[src/rtl/i2c_scl_sched.sv]
// Bit-level I2C SCL/SDA sequencer: each command runs four equal quarter phases
// with SCL stretch support. Optional arbitration-loss abort under I2C_ARB_LOST_EN.
module i2c_scl_sched #(
  parameter int                   DIV_WIDTH    = 16,
  parameter logic [DIV_WIDTH-1:0] DEFAULT_QDIV = 16'd250
) (
  input  logic                 clock_in,
  input  logic                 reset,
  input  logic [DIV_WIDTH-1:0] qdiv_cfg,
  input  logic                 cmd_valid,
  output logic                 cmd_ready,
  input  logic [1:0]           cmd,
  input  logic                 cmd_bit,
  input  logic                 scl_in,
  input  logic                 sda_in,
  output logic                 scl_oe,
  output logic                 sda_oe,
  output logic                 rsp_valid,
  output logic                 rsp_bit,
  output logic                 busy
`ifdef I2C_ARB_LOST_EN
  ,
  output logic                 arb_lost
`endif
);

  typedef enum logic [1:0] {S_IDLE, S_RUN, S_ABORT} state_e;

  localparam logic [1:0] C_START = 2'b00;
  localparam logic [1:0] C_WRITE = 2'b01;
  localparam logic [1:0] C_STOP  = 2'b11;
  localparam logic [DIV_WIDTH-1:0] ONE = DIV_WIDTH'(1);
  localparam logic [DIV_WIDTH-1:0] TWO = DIV_WIDTH'(2);

  state_e               state_q, state_d;
  logic [1:0]           phase_q, phase_d;
  logic [DIV_WIDTH-1:0] cnt_q, cnt_d;
  logic [DIV_WIDTH-1:0] qdiv_q, qdiv_d;
  logic [1:0]           cmd_q, cmd_d;
  logic                 bit_q, bit_d;
  logic                 scl_oe_q, scl_oe_d;
  logic                 sda_oe_q, sda_oe_d;
  logic                 rsp_bit_q, rsp_bit_d;
  logic                 init_q;
  logic                 accept, last, stall, is_bit;

  // {scl_oe, sda_oe} for a given command and quarter phase
  function automatic logic [1:0] sched(input logic [1:0] c, input logic b, input logic [1:0] ph);
    logic [1:0] r;
    r = 2'b00;
    case (c)
      C_START: r = (ph == 2'd0) ? 2'b00 : (ph == 2'd3) ? 2'b11 : 2'b01;
      C_STOP:  r = (ph == 2'd0) ? 2'b11 : (ph == 2'd1) ? 2'b01 : 2'b00;
      C_WRITE: r = {(ph == 2'd0) || (ph == 2'd3), ~b};
      default: r = {(ph == 2'd0) || (ph == 2'd3), 1'b0};
    endcase
    return r;
  endfunction

  assign cmd_ready = (state_q == S_IDLE) && init_q;
  assign accept    = cmd_valid && cmd_ready;
  assign last      = (cnt_q == qdiv_q - ONE);
  assign is_bit    = cmd_q[1] ^ cmd_q[0];
  assign stall     = (state_q == S_RUN) && ((phase_q == 2'd1) || (phase_q == 2'd2))
                     && !scl_oe_q && !scl_in;

`ifdef I2C_ARB_LOST_EN
  logic arb_hit;
  assign arb_hit = (state_q == S_RUN) && !stall && last && !sda_in &&
                   (((cmd_q == C_WRITE) && bit_q && (phase_q == 2'd2)) ||
                    ((cmd_q == C_START) && (phase_q == 2'd0)));
  assign arb_lost = arb_hit;
`endif

  always_comb begin
    state_d   = state_q;
    phase_d   = phase_q;
    cnt_d     = cnt_q;
    qdiv_d    = qdiv_q;
    cmd_d     = cmd_q;
    bit_d     = bit_q;
    scl_oe_d  = scl_oe_q;
    sda_oe_d  = sda_oe_q;
    rsp_bit_d = rsp_bit_q;
    case (state_q)
      S_IDLE: begin
        if (accept) begin
          state_d              = S_RUN;
          phase_d              = 2'd0;
          cnt_d                = '0;
          qdiv_d               = (qdiv_cfg < TWO) ? TWO : qdiv_cfg;
          cmd_d                = cmd;
          bit_d                = cmd_bit;
          {scl_oe_d, sda_oe_d} = sched(cmd, cmd_bit, 2'd0);
        end
      end
      S_RUN: begin
        if (!stall) begin
          if (last) begin
            cnt_d = '0;
            if ((phase_q == 2'd2) && is_bit) rsp_bit_d = sda_in;
            if (phase_q == 2'd3) begin
              state_d = S_IDLE;
            end else begin
              phase_d              = phase_q + 2'd1;
              {scl_oe_d, sda_oe_d} = sched(cmd_q, bit_q, phase_q + 2'd1);
            end
          end else begin
            cnt_d = cnt_q + ONE;
          end
        end
`ifdef I2C_ARB_LOST_EN
        if (arb_hit) begin
          state_d  = S_ABORT;
          scl_oe_d = 1'b0;
          sda_oe_d = 1'b0;
        end
`endif
      end
      S_ABORT: state_d = S_IDLE;
      default: state_d = S_IDLE;
    endcase
  end

  always_ff @(posedge clock_in or posedge reset) begin
    if (reset) begin
      state_q   <= S_IDLE;
      phase_q   <= 2'd0;
      cnt_q     <= '0;
      qdiv_q    <= DEFAULT_QDIV;
      cmd_q     <= 2'b00;
      bit_q     <= 1'b0;
      scl_oe_q  <= 1'b0;
      sda_oe_q  <= 1'b0;
      rsp_bit_q <= 1'b0;
      init_q    <= 1'b0;
    end else begin
      state_q   <= state_d;
      phase_q   <= phase_d;
      cnt_q     <= cnt_d;
      qdiv_q    <= qdiv_d;
      cmd_q     <= cmd_d;
      bit_q     <= bit_d;
      scl_oe_q  <= scl_oe_d;
      sda_oe_q  <= sda_oe_d;
      rsp_bit_q <= rsp_bit_d;
      init_q    <= 1'b1;
    end
  end

  assign scl_oe    = scl_oe_q;
  assign sda_oe    = sda_oe_q;
  assign rsp_bit   = rsp_bit_q;
  assign busy      = (state_q == S_RUN);
  assign rsp_valid = (state_q == S_RUN) && (phase_q == 2'd3) && last && is_bit;

endmodule

[config.mk]
export PLATFORM = sky130hd
export DESIGN_NAME = i2c_scl_sched
export DESIGN_NICKNAME = d
export VERILOG_FILES = /design/src/rtl/i2c_scl_sched.sv
export SDC_FILE = /design/constraint.sdc
export NUM_CORES = 1
export LEC_CHECK = 0
export CORE_MARGIN = 2
export CORE_UTILIZATION = 50
export CTS_BUF_LIST = sky130_fd_sc_hd__clkbuf_8
export CTS_CLUSTER_DIAMETER = 120
export CTS_CLUSTER_SIZE = 16
export DETAILED_ROUTE_END_ITERATION = 16
export GPL_TIMING_DRIVEN = 0
export PLACE_DENSITY = 0.81
export SYNTH_ARGS = -nofsm -noshare
export SYNTH_HDL_FRONTEND = slang
export SYNTH_SLANG_ARGS = --single-unit
[constraint.sdc]
create_clock -name clock_in -period 4.6 [get_ports clock_in]
set_input_delay 0.69 -clock clock_in [delete_from_list [all_inputs] [get_ports clock_in]]
set_output_delay 0.69 -clock clock_in [all_outputs]
set_load 0.05 [all_outputs]
==> flow_metrics.py <==
metrics = {
    "outcome": {
        "outcome": "complete, no violations",
    },
    "final_layout": {
        "diodes": 0,
        "drive_gt1_frac": 0.09649,
        "areaGrowthSynthToFinish_pct": 17.23,
        "nets": 373,
    },
    "yosys": {
        "ys_ff_latch": 42,
        "synth_compound_area_frac": 0.1456,
        "synth-adder-area-share": 0.03675,
        "yosysSeqAreaShare": 0.3886,
        "synth_xor_area_frac": 0.09646,
        "yosys_warnings": 0,
        "synth_top_family_by_area": "simple AND/OR/NAND/NOR gates",
        "synthesis.area_um2": 2724,
        "yosys.area_share.simple": 0.2669,
        "syn_inst": 305,
        "syn_nets": 337,
        "yosys-mux-area-fraction": 0.01975,
        "synth_cell_types": 59,
        "async_flop_share": 1.000,
        "syn_avg_cell_area_um2": 8.931,
        "synth_edf_count": 0,
        "synth-main-ff-cell": "dfrtp_1",
    },
    "route": {
        "drt_iter0_drc": 124,
        "viasPerCell": 5.614,
        "drtAntennaViolNets": 0,
        "vias": 2313,
        "drtPass1Iterations": 5,
        "wl_per_cell_um": 14.79,
        "drcViolationCount": 0,
        "wl_um": 6093,
    },
    "floorplanning": {
        "die_w_um": 77.81,
        "core_region_area_um2": 5172,
        "initial_core_util": 0.5266,
        "ios": 30,
        "dieArea_um2": 6054,
        "die_height_um": 77.81,
        "rows": 26,
    },
    "pwr": {
        "clockPowerShare": 0.260,
        "p_sw_mw": 0.2983,
        "seq_power_share": 0.476,
        "power.leakage_nw": 1.399,
        "ir_drop_uv": 176.0,
        "pwr-share-comb": 0.265,
        "swShare": 0.3173,
        "p_per_area_nw_per_um2": 294.4,
        "internal_power_mw": 0.6417,
    },
    "sta": {
        "fin_skew_ns": 0.008688,
        "timing.final.ws_setup_ns": 0.4143,
        "fin_crit_sh": 0.9099,
        "fin_tns_setup_ns": 0,
        "slew_headroom": 0.4295,
        "setup_viol": 0,
        "rsz0062_at_grt": "false",
        "post-route-min-period_ns": 4.186,
        "hold_viol": 0,
        "fmax_mhz": 238.9,
        "worst_pin_slew_ns": 0.8545,
        "slew_viol_final": 0,
    },
    "cts": {
        "cts_buffers": 5,
        "clk_path_buf_depth": 2,
        "htreeDepth": 2,
        "root_buffer": "clkbuf_8",
        "hold_buffers": 0,
        "insertion_delay_ns": 0.29,
        "cts_tree": "yes",
        "postCtsSetupRepairBufs": 0,
        "postCtsResizedCells": 0,
        "cts.sinks": 42,
        "clk_pin_slew_worst_paths_ns": 0.08,
    },
    "grt": {
        "grt_max_degree": 43,
        "grt_pass1_vias": 2213,
        "track_usage": 0.2188,
        "grt_pass1_wl_um": 10460,
        "grt.overflow.total": 0,
        "antenna_found_initial": 0,
    },
    "place": {
        "pre_cts_slack_ns": 0.7373,
        "place_congestion": 0.9322,
        "hpwl_um": 4544,
        "portBuffers": 29,
    },
    "worst_setup_path": {
        "critPathArrivalTime_ns": 3.50,
        "cp_slowest_cell": "clkdlybuf4s50_1",
        "crit_fanout": 9,
        "end_kind": "output pin",
        "critPathTopFamily": "buffers and inverters",
        "cpPeakStageDelay_ns": 0.86,
        "cp_data_required_time_ns": 3.91,
        "crit_chain": "buf_2 > inv_1 > ha_1 > clkbuf_1 > and4bb_2 > o211ai_1 > a211oi_1 > nand4_2 > nor4_1 > clkdlybuf4s50_1",
        "path_class": "reg -> out",
        "critPathLaunchType": "register",
        "crit_buf_inv": 4,
    },
    "hold_path": {
        "hold_path.class": "reg -> reg",
    },
    "run": {
        "maxCapViolations": 0,
    },
}
==> cells in the final DEF (no fill, tap or decap), drive strengths merged, types with 5 or more instances in the layout <==
master / count
nand2: 54
dfrtp: 36
clkdlybuf4s50: 29
nor2: 20
xor2: 18
clkbuf: 17
inv: 15
xnor2: 12
o21ai: 11
nor4: 10
nand4: 10
nor3: 9
ha: 8
nand3: 7
nor2b: 6
a22o: 6
dfstp: 6
or3: 5
buf: 5
o31ai: 5
==> kinds of logic after synthesis <==
kind of cell,count (synthesis)
flops,42
buf+inv,30
simple gates,140
compound gates,49
mux,5
other cells,1
xor+xnor,30
fa+ha+maj,8
==> cell type report <==
type	count	area, um2
flip-flops and latches	42	1059
repair buffers	29	290.3
fillers	463	1979
clock buffers	6	82.58
multi-input cells	233	1544
clock inverters	2	8.758
plain buffers	16	68.82
inverters	14	52.55
well taps	70	87.58
==> routing by layer <==
layer,up-vias,track usage,share of wire,wire [um]
li1,1149,-,-,-
met1,1098,0.2917,0.46,2810
met2,60,0.3603,0.49,2983
met3,6,0.03605,0.037,227
met4,0,0.07500,0.012,72
met5,-,0,0,0
==> path summary, 6_finish.rpt <==
path / from / to / slack, ns / cells past startpoint
min: bit_q$_DFFE_PP0P_ / bit_q$_DFFE_PP0P_ / 0.50 / 2
max: qdiv_q[0]$_DFFE_PP0P_ / rsp_valid / 0.41 / 10
max in group asynchronous: reset / cnt_q[9]$_DFFE_PP0P_ / 3.17 / 2
min reg2reg: bit_q$_DFFE_PP0P_ / bit_q$_DFFE_PP0P_ / 0.50 / 2
max reg2reg: qdiv_q[0]$_DFFE_PP0P_ / cnt_q[15]$_DFFE_PP0P_ / 1.61 / 12
min in group asynchronous: reset / cmd_q[0]$_DFFE_PP0P_ / 0.88 / 2
==> stage by stage <==
step	util	std cells	power [mW]	area (um2)	hold slack, ns
floorplan	-	305	0.6279	2724	0.4498
global placement	0.5997	404	0.6850	3102	0.4676
detailed placement	0.5997	404	0.6971	3102	0.4826
CTS	0.6173	412	0.9437	3193	0.5014
global route	0.6173	412	0.9922	3193	0.5299
finish	0.6173	412	0.9400	3193	0.4999
==> cell usage after synthesis (all sizes together) (2+ instances only) <==
cell | instances | area (um2)
nand4 | 10 | 68.81
or3 | 5 | 31.28
nor2b | 6 | 37.54
inv | 14 | 52.55
nand3b | 3 | 22.52
o2bb2ai | 2 | 17.52
buf | 5 | 27.53
clkbuf | 11 | 41.29
and2 | 2 | 12.51
xor2 | 18 | 157.7
o21ai | 11 | 58.81
nor4 | 10 | 77.57
nor2 | 20 | 75.07
mux2 | 3 | 33.78
ha | 8 | 100.1
a22oi | 3 | 22.52
a22o | 6 | 52.55
a21oi | 3 | 15.01
and3 | 4 | 26.28
o31ai | 5 | 51.30
dfstp | 6 | 157.7
o211ai | 4 | 35.03
mux2i | 2 | 20.02
nand3 | 7 | 35.03
nand2 | 54 | 202.7
or4 | 3 | 22.52
a21o | 2 | 15.01
a211oi | 2 | 15.01
nor3 | 9 | 56.31
xnor2 | 12 | 105.1
dfrtp | 36 | 900.9
==> sequential cells by signal, indices dropped and copies added (netlist names) <==
| signal | count |
|---|---|
| bit_q | 1 |
| cnt_q | 16 |
| init_q | 1 |
| state_q | 1 |
| cmd_q | 2 |
| rsp_bit | 1 |
| scl_oe | 1 |
| qdiv_q | 16 |
| phase_q | 2 |
| sda_oe | 1 |
==> power groups by stage <==
stage	Clock, mW	Sequential [mW]	Combinational [mW]
2_1_floorplan	0	0.442	0.186
3_3_place_gp	0	0.450	0.235
3_5_place_dp	0	0.452	0.245
4_1_cts	0.250	0.446	0.247
5_1_grt	0.266	0.453	0.273
6_report	0.244	0.447	0.249
==> worst min-delay path, stage by stage (launching register included) <==
cell	delay [ns]
dfrtp_1	0.35
nand2_1	0.05
o21ai_0	0.06
No activity file was read; power rests on OpenSTA's default activity.
